===== src/rtl/down_four_timer.sv =====
// Loadable down-counter timer with one-shot and periodic modes.
// Emits a one-cycle terminal-count pulse when the count reaches zero.
module down_four_timer #(
    parameter int WIDTH = 4
) (
    input  logic             clk,
    input  logic             reset,
    input  logic             load,
    input  logic [WIDTH-1:0] load_val,
    input  logic             start,
    input  logic             en,
    input  logic             auto_reload,
    output logic [WIDTH-1:0] count,
    output logic             busy,
    output logic             tc
);

    typedef enum logic [1:0] {
        IDLE = 2'b00,
        RUN  = 2'b01,
        DONE = 2'b10
    } state_t;

    localparam logic [WIDTH-1:0] ONE = WIDTH'(1);

    state_t           state_q, state_d;
    logic [WIDTH-1:0] count_q, count_d;
    logic [WIDTH-1:0] reload_q, reload_d;
    logic             tc_q, tc_d;

    always_ff @(posedge clk or posedge reset) begin
        if (reset) begin
            state_q  <= IDLE;
            count_q  <= '0;
            reload_q <= '0;
            tc_q     <= 1'b0;
        end else begin
            state_q  <= state_d;
            count_q  <= count_d;
            reload_q <= reload_d;
            tc_q     <= tc_d;
        end
    end

    always_comb begin
        state_d  = state_q;
        count_d  = count_q;
        reload_d = reload_q;
        tc_d     = 1'b0;
        if (load) begin
            count_d  = load_val;
            reload_d = load_val;
            state_d  = IDLE;
        end else begin
            case (state_q)
                IDLE: begin
                    if (start && count_q != '0)
                        state_d = RUN;
                end
                RUN: begin
                    if (en) begin
                        if (count_q == ONE) begin
                            count_d = '0;
                            tc_d    = 1'b1;
                            if (!auto_reload)
                                state_d = DONE;
                        end else if (count_q == '0) begin
                            // zero was reached in periodic mode: start next period
                            count_d = reload_q;
                        end else begin
                            count_d = count_q - ONE;
                        end
                    end
                end
                DONE: begin
                    if (start && reload_q != '0) begin
                        count_d = reload_q;
                        state_d = RUN;
                    end
                end
                default: begin
                    state_d = IDLE;
                    tc_d    = tc_q;
                end
            endcase
        end
    end

    assign count = count_q;
    assign busy  = (state_q == RUN);
    assign tc    = tc_q;

endmodule


===== config.mk =====
export PLATFORM = sky130hd
export DESIGN_NAME = down_four_timer
export DESIGN_NICKNAME = d
export VERILOG_FILES = /design/src/rtl/down_four_timer.sv
export SDC_FILE = /design/constraint.sdc
export NUM_CORES = 1
export LEC_CHECK = 0
export ABC_AREA = 1
export CAP_MARGIN = 20
export CORE_AREA = 2 2 41 43
export CTS_BUF_LIST = sky130_fd_sc_hd__clkbuf_4
export DETAILED_ROUTE_END_ITERATION = 7
export DIE_AREA = 0 0 43 45
export PLACE_DENSITY = 0.83
export SLEW_MARGIN = 20
export SYNTH_ARGS = -nofsm -noshare
export SYNTH_HDL_FRONTEND = slang
export SYNTH_SLANG_ARGS = --single-unit

===== constraint.sdc =====
create_clock -name clk -period 1.45 [get_ports clk]
set_input_delay 0.435 -clock clk [delete_from_list [all_inputs] [get_ports clk]]
set_output_delay 0.435 -clock clk [all_outputs]
set_load 0.005 [all_outputs]

Word-level counts from Yosys, hierarchy flattened --
Cells that the tools add are included.
Operators by class: $add $sub $neg 1, equal/unequal tests 8, muxes and demuxes 17, reduce and logical (&&, ||, !) cells 11
Operators with widths (count):
- 4-bit 2-to-1 mux | 5
- 2-bit 2-to-1 mux | 6
- 3-bit inequality test (second input constant) | 4
- 4-bit case mux with 2 select lines | 1
- 4-bit nonzero test | 2
- 2-bit case mux with 3 select lines | 1
- 3-bit nonzero test | 2
- 5-bit AND reduction | 1
- 4-bit by 1-bit == test with 1-bit output (second input constant) | 1
- 4-bit logical NOT | 1
- 4-bit by 1-bit subtractor with 4-bit output (second input constant) | 1
- 1-bit 2-to-1 mux | 3
- 3-bit by 2-bit inequality test with 1-bit output (second input constant) | 1
- 3-bit AND reduction | 1
- 2-bit by 1-bit == test with 1-bit output (second input constant) | 1
- 2-bit == test (second input constant) | 1
- 1-bit logical AND | 2
- 2-bit logical NOT | 1
- 1-bit case mux with 2 select lines | 1
- 2-bit OR reduction | 1
Word-level totals: bits in registers 11, input port bits 10, output and inout bits 6, word-level logic and storage cells 41

Logic depth before layout (Yosys ltp) --
Gate-level depths: netlist of run 1.
depth in word-level cells 6, depth in mapped cells 9, mapped depth without buffers 9

Least setup slack after synthesis of run 1 --
Ideal clock, no wire load.
path kind register to register, start register count_q[0], in the netlist count[0], end register state_q[0], data arrival time 1164 ps, data required time 1333 ps, path slack 169 ps, cell stages (with the launch flop) 9, buffers on the path 0, clock period less this slack 1281 ps, path through dfrtp_1 inv_1 ha_1 nand2_1 nand3_1 nand3_1 nand2_2 nand2_1 nand2_1
On the way: longest elaborated chain between the ends 4, elaborated cells between the ends (all ways) 6, those cells by class 3 x eq/ne; 3 x reduce/logical
Ends and longest elaborated chain:
- start: declaration | RTL line 27 | logic [WIDTH-1:0] count_q, count_d;
- start signal: assignment | RTL line 39 | count_q <= count_d;
- 4-bit nonzero test | RTL line 57 | if (start && count_q != '0)
- 1-bit logical AND | RTL line 57
- 3-bit inequality test (no source line)
- 5-bit AND reduction (no source line) (*)
- end signal: assignment | RTL line 38 | state_q <= state_d;
- end: declaration | RTL line 26 | state_t state_q, state_d;
Every way passes the cells marked *; elsewhere a longest branch is shown, timed or not. A chain may end at the register's enable or synchronous reset.

Worst setup path in the final report of run 1 --
start register state_q[1], end output busy
On the way: longest elaborated chain between the ends 1
Ends and longest elaborated chain:
- 2-bit by 1-bit == test with 1-bit output | RTL line 90 | assign busy = (state_q == RUN);
- end: declaration | RTL line 14 | output logic busy,
No other way between the ends.

==> key figures, run 1 <==
Timing
  – Final hold vios: 0
  – Tmin final: 1370 ps
  – Fmax: 0.730 GHz
  – Worst-Margin Slew: 429 ps
  – Clk_skew: 3.63 ps
  – Period utilisation layout: 0.944
  – Rel. slew slack: 0.714
  – Setup Viol. Count Final: 0
  – Max Transition Viols Final: 0

Logic synthesis
  – Mapped cell area: 731 sq um
  – Xor/xnor share of the synthesized area: 0
  – Synth Area in Simple Gates: 0.440
  – Proportion of synthesized flip-flops having asynchronous set or reset: 1.00
  – Main flop type after synthesis: dfrtp_1
  – EDFF count, synth: 0
  – Multiplexer share of the synthesized area: 0
  – Synthesized flop and latch total: 11
  – YS warnings: 0
  – Yosys top cell area share: 0.377
  – Synth area leader: dfrtp_1
  – Average footprint of a synthesized cell: 6.77 sq um
  – Synthesized net count: 120
  – Compound-Gate Fraction of Synth Area: 0.0616
  – Seq/Total Area, Yosys: 0.377
  – Count of cell types in the netlist: 17
  – Cell count after synthesis: 108
  – Post-synthesis adder-cell area fraction: 0.0342
  – Leading post-synthesis cells by cell area: dfrtp_1 38%, nand2_1 23%, nand3_1 8.2%
  – Largest family of logic cells by synthesized area: simple AND/OR/NAND/NOR gates

Power
  – Switching share of power: 0.440
  – Int Pwr: 0.00103 W
  – Pwr dens: 1710 nW/um^2
  – Leakage: 0.611 nW
  – Clk pwr share: 0.133
  – Seq pwr share: 0.241
  – Logic pwr share: 0.626
  – Sw power: 0.000806 W
  – Worst ir drop on vdd: 959 uV

Layout
  – Area of the multi-input gates: 429 sq um
  – Register area: 275 sq um
  – Core Util, Final: 0.729
  – Share of post-route cells with drive strength above 1: 0.308
  – Commonest cells after routing, fill and taps aside: 42 x nand2_1, 17 x buf_4, 11 x dfrtp_1, 10 x nand3_1
  – Commonest non-fill, non-tap cell in the layout: nand2_1
  – Non-filler cells, final: 159
  – Area growth syn-to-layout: 46.7%
  – FILL cells: 121
  – Final net count: 156
  – # diodes: 0

Floorplan
  – Die X-Extent: 43 microns
  – Die H: 45 microns
  – Ports: 16
  – Initial Util: 0.497
  – DIE AREA: 1940 sq um
  – FP Rows: 14
  – Core Footprint: 1470 sq um

Route
  – Vias per std cell: 5.25
  – Vias: 834
  – # DRC: 0
  – Per-cell routed wire length: 12.6 microns
  – Routed Antenna Nets: 0
  – WL final: 2000 microns
  – First-pass iteration count of the detailed router: 4
  – Initial drt markers: 41

Critical path
  – Worst endpoint data arrival time: 930 ps
  – Crit start category: register
  – Crit path max fanout: 2
  – R2r startpoint: count[0]
  – Critical path class: register to output port
  – CP Capture Type: output port
  – CP Data Required Time: 1020 ps
  – Worst Setup SP: state_q[1]

Clock network
  – H-tree levels: 1
  – CTS clk-pin slew, worst paths: 80 ps
  – Worst-Skew Late Latency: 280 ps
  – CTS max path bufs: 2
  – CTS tree: yes
  – Clock root buffer: clkbuf_4
  – CTS sink cnt: 11
  – Inserted Clock Buffers: 3

Placed design
  – Quantity of I/O buffers inserted on ports: 15
  – Dpl cells: 151
  – Routability cong.: 0.872
  – Hpwl dp: 1430 microns

Global routing
  – Initial antenna violation count: 0
  – First-pass GRT wire length: 3310 microns
  – All-Layer GR Usage: 0.233
  – Largest net degree at the start of global routing: 12
  – GRT overflow: 0
  – Number of global-route vias before repair: 839

Status
  – Outcome: completed

Min path
  – Worst min path class: input port to asynchronous set/reset pin

Job
  – Maxcap violations: 0
layer usage:
layer	part of all wire	GRT usage	up-vias
met1	0.42	0.264	382
met5	0	0	-
met2	0.50	0.403	34
li1	-	-	411
met4	0.020	0.127	0
met3	0.063	0.0600	7
logic make-up after synthesis:
logic type	after synthesis
simple gates	72
buf+inv	15
flops	11
compound gates	8
fa+ha+maj	2
final cells by class:
cell class	count	share of cell area
multi-input cells	82	0.400
flip-flops and latches	11	0.257
repair buffers	32	0.247
inverters	14	0.0490
clock buffers	4	0.0280
well taps	16	0.0187
registers in the layout, indices dropped and copies added (netlist names):
signal and count:
tc 1, reload_q 4, state_q 2, count 4
final timing paths:
kind / cells after the start / end / slack [ps]
hold / removal: 2 / reload_q[3] / 440
hold reg to reg: 2 / reload_q[0] / 550
max in group asynchronous: 2 / reload_q[2] / 710
min in group clk: 2 / reload_q[0] / 550
setup reg to reg: 8 / state_q[1] / 90
setup / recovery: 4 / busy / 80
power by group through the flow:
| stage | combinational (W) | clock, W | sequential [W] |
|---|---|---|---|
| finish | 0.00115 | 0.000244 | 0.000441 |
| global route | 0.00125 | 0.000257 | 0.000451 |
| CTS | 0.00103 | 0.000240 | 0.000441 |
| detailed placement | 0.000954 | 0 | 0.000481 |
| global placement | 0.000928 | 0 | 0.000472 |
| floorplan | 0.000536 | 0 | 0.000494 |
cell usage after synthesis (2+ instances only):
cell     count
nand2_1     44
ha_1         2
dfrtp_1     11
inv_2        3
nand3_1     12
nor2_2       2
o21ai_0      6
nor2_1       6
nand2_2      4
inv_1       11
repair_timing:
action	in CTS	in global routing
hold buffers	0	0
pin swaps	0	0
setup buffers	4	0
endpoints found under the hold margin	0	0
resized for setup	13	9
setup endpoints to repair	8	6
per-stage QoR:
step                      setup slack (ps)  power, W  hold slack, ps  instance area (sq um)  TNS, ps
final                                 80.9   0.00183             441                   1070        0
after global routing                 -14.2   0.00196             520                   1070    -22.1
after CTS                             2.43   0.00171             463                   1040        0
after global placement                -258   0.00140             520                    987    -1630
after floorplan                        169   0.00103             287                    731        0
after detailed placement              -296   0.00143             531                    987    -1930
critical path: stages (launching register included):
cell and delay (ps):
dfrtp_1 390, inv_2 70, nand2_2 60, inv_2 40, buf_2 90
No activity file was read; power rests on OpenSTA's default activity.
==> inputs of run 2 (changes only) <==
- HOLD_SLACK_MARGIN: default -> 0.12
- RECOVER_POWER: default -> 100
==> run 2 against run 1 <==
Compared with the run above: power fell by 1.0%; critical endpoint unchanged; design area fell by 0.82%; sequential share of layout area rose by 0.21 points.
==> key figures, run 2 (synthesized netlist as in run 1, its figures left out) <==
Status
  – Outcome: completed

Global routing
  – All-Layer GR Usage: 0.233 (unchanged)
  – Largest net degree at the start of global routing: 12 (unchanged)
  – GRT overflow: 0 (unchanged)
  – First-pass GRT wire length: 3310 microns (unchanged)
  – Number of global-route vias before repair: 839 (unchanged)
  – Initial antenna violation count: 0 (unchanged)

Critical path
  – Slowest CP cell: dfrtp_1
  – CP top delay family: flip-flops
  – Crit-path max cell delay: 380 ps (about the same)
  – Reg-to-reg endpoint: state_q[0]
  – Worst-path cell chain: inv_1 > nand2_2 > inv_2 > buf_2
  – Crit path max fanout: 2 (unchanged)
  – Crit start category: register
  – CP Capture Type: output port
  – R2r startpoint: count[2]
  – Worst reg2reg path depth: 9 (+1)
  – CP Data Required Time: 1020 ps (about the same)
  – R2r setup slk: 90 ps (about the same)
  – Worst endpoint data arrival time: 950 ps (+20 ps)
  – Crit path buffers/inverters: 3 (unchanged)
  – Critical path class: register to output port

Floorplan
  – Die H: 45 microns (unchanged)
  – Ports: 16 (unchanged)
  – Initial Util: 0.497 (unchanged)
  – Core Footprint: 1470 sq um (unchanged)
  – Die X-Extent: 43 microns (unchanged)
  – DIE AREA: 1940 sq um (unchanged)
  – FP Rows: 14 (unchanged)

Timing
  – Period utilisation layout: 0.952 (+0.00781)
  – Setup slack after layout: 69.6 ps (-11.3 ps)
  – Fmax: 0.724 GHz (-0.82%)
  – Max Transition Viols Final: 0 (unchanged)
  – Final hold vios: 0 (unchanged)
  – Tmin final: 1380 ps (+11.3 ps)
  – Worst-Margin Slew: 432 ps (+2.69 ps)
  – Rel. slew slack: 0.712 (-0.00179)
  – Clk_skew: 3.07 ps (-0.553 ps)
  – Setup Viol. Count Final: 0 (unchanged)
  – Final hold slack: 552 ps (+111 ps)

Min path
  – Worst Hold Depth: 2
  – HP Start: reload_q[0]
  – Worst min path class: register to register
  – Worst Hold End: reload_q[0]

Placed design
  – Post-Place Cell Area: 987 sq um (unchanged)
  – Quantity of I/O buffers inserted on ports: 15 (unchanged)
  – Pre-CTS WS: -296 ps (unchanged)
  – Dpl cells: 151 (unchanged)
  – Routability cong.: 0.872 (unchanged)
  – Hpwl dp: 1430 microns (unchanged)

Layout
  – Final instance area: 1060 sq um (-0.82%)
  – Share of post-route cells with drive strength above 1: 0.287 (-0.0210)
  – # diodes: 0 (unchanged)
  – Commonest non-fill, non-tap cell in the layout: nand2_1
  – Area growth syn-to-layout: 45.5%
  – Commonest cells after routing, fill and taps aside: 43 x nand2_1, 13 x buf_4, 11 x dfrtp_1, 10 x nand3_1, 9 x inv_1
  – Final net count: 156 (unchanged)
  – Non-filler cells, final: 159 (unchanged)
  – FILL cells: 124 (+2.5%)

Power
  – Worst ir drop on vdd: 962 uV (+0.27%)
  – Design Power: 0.00181 W (-1.0%)
  – Pwr dens: 1710 nW/um^2 (-0.19%)
  – Leakage: 0.607 nW (-0.66%)

Clock network
  – CTS clk-pin slew, worst paths: 80 ps (about the same)
  – CTS max path bufs: 2 (unchanged)
  – H-tree levels: 1 (unchanged)
  – Inserted Clock Buffers: 3 (unchanged)
  – Worst-Skew Late Latency: 270 ps (about the same)
  – CTS sink cnt: 11 (unchanged)
  – CTS tree: yes
  – Clock root buffer: clkbuf_4

Route
  – Vias: 848 (+1.7%)
  – Initial drt markers: 56 (+37%)
  – WL final: 2030 microns (+1.3%)
  – Vias per std cell: 5.33 (+1.7%)
  – Per-cell routed wire length: 12.8 microns (+1.3%)
  – Routed Antenna Nets: 0 (unchanged)
  – First-pass iteration count of the detailed router: 4 (unchanged)
  – # DRC: 0 (unchanged)

Job
  – Maxcap violations: 0 (unchanged)
run 2: changes by cell type in the layout (fill, tap and decap cells not counted), sizes merged:
cell,previous run,this run
buf,18,14
clkbuf,4,8
clkdlybuf4s50,8,7
dlygate4sd3,0,1
run 2: stage by stage:
stage                     setup TNS (ps)   util
after global placement             -1630  0.671
final                                  0  0.723
after detailed placement           -1930  0.671
after floorplan                        0      -
after CTS                              0  0.707
after global routing               -20.1  0.723
run 2: where the power goes:
part	switching, W	total, W	leakage (nW)	internal [W]
sequential	0.0000471	0.000439	0.138	0.000392
clock	0.000117	0.000242	0.0184	0.000125
combinational	0.000638	0.00113	0.451	0.000495
run 2: area by class of cell:
type	count	area [sq um]	share of cell area
sequential	11	275	0.259
clock buffer	4	30.0	0.0282
multi-input combinational	82	427	0.401
tap	16	20.0	0.0188
inverter	14	52.6	0.0494
timing repair buffer	32	259	0.244
run 2: routing by layer:
layer  GRT usage  vias up  wire length (microns)
met2       0.403       45                    988
met3      0.0600       10                    133
met5           0        -                      0
met4       0.127        0                     53
li1            -      409                      -
met1       0.264      384                    853
run 2: repair_timing:
item | in CTS | in global routing
hold endpoints to repair | 0 | 0
setup endpoints to repair | 8 | 6
hold buffers | 0 | 0
pin swaps | 0 | 0
resized for setup | 13 | 9
buffers inserted | 4 | 0
run 2: worst max path at each step:
stage | start | to | cells after the start
2_1_floorplan | count[0] | state_q[0] | 8
3_5_place_dp | load | count[3] | 9
3_3_place_gp | load | count[3] | 9
4_1_cts | count[0] | state_q[1] | 8
5_1_grt | count[2] | state_q[0] | 9
6_report | state_q[1] | busy | 4
run 2: worst register-to-register path, stage by stage (launching register included):
cell and delay [ps]:
dfrtp_1 380, buf_4 160, nor2_2 180, nand2_1 120
nand2_1 100, nand2_1 70, nand3_2 90, nand2_1 60
nand2_1 60, nand2_1 40
==> inputs of run 3 (changes only) <==
- clock period: 1.45 -> 1.3 ns (I/O delays scaled with it)
==> run 3 against run 2 <==
Compared with the run above: the run now ends with setup timing left; clock power is 12% higher; combinational power is 76% higher; via count is 12% higher; power is 53% higher; design area is 21% higher; register-to-register slack worse by 230 ps; hold slack worse by 7.6 ps; non-clock buffer count is 9 higher; sequential power is 18% higher; wire length is 43% higher; critical endpoint is now count[1]; largest cell class unchanged; largest power group unchanged.
==> key figures, run 3 (synthesized netlist as in run 1, its figures left out) <==
Status
  – Outcome: finished, violations left
  – Failing checks: setup timing

Layout
  – Area growth syn-to-layout: 75.7%
  – Final instance area: 1280 sq um (+21%)
  – Commonest non-fill, non-tap cell in the layout: nand2_1
  – Non-filler cells, final: 168 (+5.7%)
  – Commonest cells after routing, fill and taps aside: 36 x nand2_1, 19 x buf_4, 11 x dfrtp_1, 7 x clkdlybuf4s50_1
  – Final net count: 165 (+5.8%)
  – # diodes: 0 (unchanged)
  – Share of post-route cells with drive strength above 1: 0.434 (+0.147)

Timing
  – Final hold slack: 544 ps (-7.57 ps)
  – Period utilisation layout: 1.11
  – Fmax: 0.696 GHz
  – Setup slack after layout: -137 ps (-206 ps)
  – Max Transition Viols Final: 0 (unchanged)
  – Tmin final: 1440 ps
  – RSZ-0062 raised after global routing: yes
  – Worst-Margin Slew: 661 ps (+229 ps)
  – Clk_skew: 9.62 ps (+6.55 ps)
  – Rel. slew slack: 0.559 (-0.153)
  – Setup Viol. Count Final: 8 (+8)
  – Final hold vios: 0 (unchanged)

Critical path
  – Worst Setup SP: state_q[0]
  – Crit path top cell by count: nand2_1
  – R2r setup slk: -140 ps (-230 ps)
  – Worst endpoint data arrival time: 1600 ps (+650 ps)
  – Crit path buffers/inverters: 3 (unchanged)
  – Crit-path max cell delay: 410 ps (+30 ps)
  – Worst reg2reg path depth: 9 (unchanged)
  – Worst-path cell chain: buf_4 > nor2_2 > nand2_1 > inv_2 > nand2_2 > nand3_2 > inv_2 > nand2_1 > nand2_1
  – CP Capture Type: register
  – Crit path max fanout: 5 (+3)
  – Critical path class: register to register
  – R2r startpoint: state_q[0]
  – Reg-to-reg endpoint: count[1]
  – Slowest CP cell: dfrtp_1
  – CP top delay family: simple AND/OR/NAND/NOR gates
  – Crit start category: register
  – CP Data Required Time: 1460 ps (+440 ps)

Placed design
  – Hpwl dp: 1550 microns (+8.6%)
  – Post-Place Cell Area: 1020 sq um (+3.8%)
  – Dpl cells: 156 (+3.3%)
  – Routability cong.: 0.871 (about the same)
  – Quantity of I/O buffers inserted on ports: 15 (unchanged)

Floorplan
  – DIE AREA: 1940 sq um (unchanged)
  – Ports: 16 (unchanged)
  – Die H: 45 microns (unchanged)
  – Core Footprint: 1470 sq um (unchanged)
  – Die X-Extent: 43 microns (unchanged)
  – FP Rows: 14 (unchanged)
  – Initial Util: 0.497 (unchanged)

Route
  – Routed Antenna Nets: 0 (unchanged)
  – # DRC: 0 (unchanged)
  – Per-cell routed wire length: 17.2 microns (+35%)
  – Vias: 953 (+12%)
  – Initial drt markers: 51 (-8.9%)
  – WL final: 2890 microns (+43%)
  – Vias per std cell: 5.67 (+6.4%)
  – First-pass iteration count of the detailed router: 4 (unchanged)

Min path
  – Worst min path class: register to register
  – HP Start: tc
  – Worst Hold End: tc
  – Worst Hold Depth: 2 (unchanged)

Global routing
  – Initial antenna violation count: 0 (unchanged)
  – All-Layer GR Usage: 0.303 (+0.0704)
  – First-pass GRT wire length: 4180 microns (+26%)
  – Largest net degree at the start of global routing: 12 (unchanged)
  – Number of global-route vias before repair: 950 (+13%)
  – GRT overflow: 0 (unchanged)

Clock network
  – CTS max path bufs: 2 (unchanged)
  – Inserted Clock Buffers: 3 (unchanged)
  – CTS tree: yes
  – Worst-Skew Late Latency: 280 ps (about the same)
  – Clock root buffer: clkbuf_4
  – CTS sink cnt: 11 (unchanged)
  – H-tree levels: 1 (unchanged)
  – CTS clk-pin slew, worst paths: 80 ps (about the same)

Power
  – Worst ir drop on vdd: 1600 uV (+67%)
  – Pwr dens: 2160 nW/um^2 (+27%)
  – Design Power: 0.00278 W (+53%)
  – Leakage: 0.669 nW (+10%)

Job
  – Maxcap violations: 0 (unchanged)
[run 3: changes by cell type in the layout (fill, tap and decap cells not counted), sizes merged]
cell / delta
clkdlybuf4s15: +3
buf: +9
dlygate4sd2: -4
clkbuf: +1
[run 3: area by class of cell]
| type | instances | area [sq um] |
|---|---|---|
| Sequential cell | 11 | 275 |
| Inverter | 14 | 60.1 |
| Fill cell | 74 | 188 |
| Multi-Input combinational cell | 82 | 552 |
| Tap cell | 16 | 20.0 |
| Timing Repair Buffer | 41 | 347 |
| Clock buffer | 4 | 30.0 |
[run 3: per-stage QoR]
step | TNS [ps] | utilization | worst slack (ps)
finish | -836 | 0.872 | -137
global route | -1280 | 0.872 | -196
CTS | -54.9 | 0.776 | -28.5
detailed placement | -3160 | 0.696 | -436
global placement | -2770 | 0.696 | -378
floorplan | 0 | - | 18.9
[run 3: worst max-delay path by stage]
stage / to / slack [ps] / cells past startpoint
floorplan: state_q[0] / 20 / 8
CTS: count[2] / -30 / 10
global route: state_q[0] / -200 / 10
finish: count[1] / -140 / 9
global placement: state_q[1] / -380 / 7
detailed placement: count[2] / -440 / 7
[run 3: repair_timing]
action | CTS | global route
resized for setup | 33 | 29
setup buffers | 4 | 4
hold buffers | 0 | 0
pin swaps | 2 | 11
endpoints found under the setup margin | 12 | 10
[run 3: worst min-delay path, cell delays in order, from the launching register on]
cell and delay, ps:
dfrtp_1 350, nand4_1 90, o21ai_0 70
[run 3: layer usage]
| layer | up-vias | global-route usage | wire length (microns) |
|---|---|---|---|
| met5 | - | 0 | 0 |
| met4 | 0 | 0.206 | 109 |
| met3 | 14 | 0.0920 | 261 |
| met2 | 72 | 0.485 | 1390 |
| met1 | 444 | 0.352 | 1130 |
| li1 | 423 | - | - |
[run 3: report_power, final]
part	switching [W]	internal, W	total, W
sequential	0.0000810	0.000438	0.000519
combinational	0.00107	0.000923	0.00199
clock	0.000130	0.000140	0.000271
total	0.00128	0.00150	0.00278
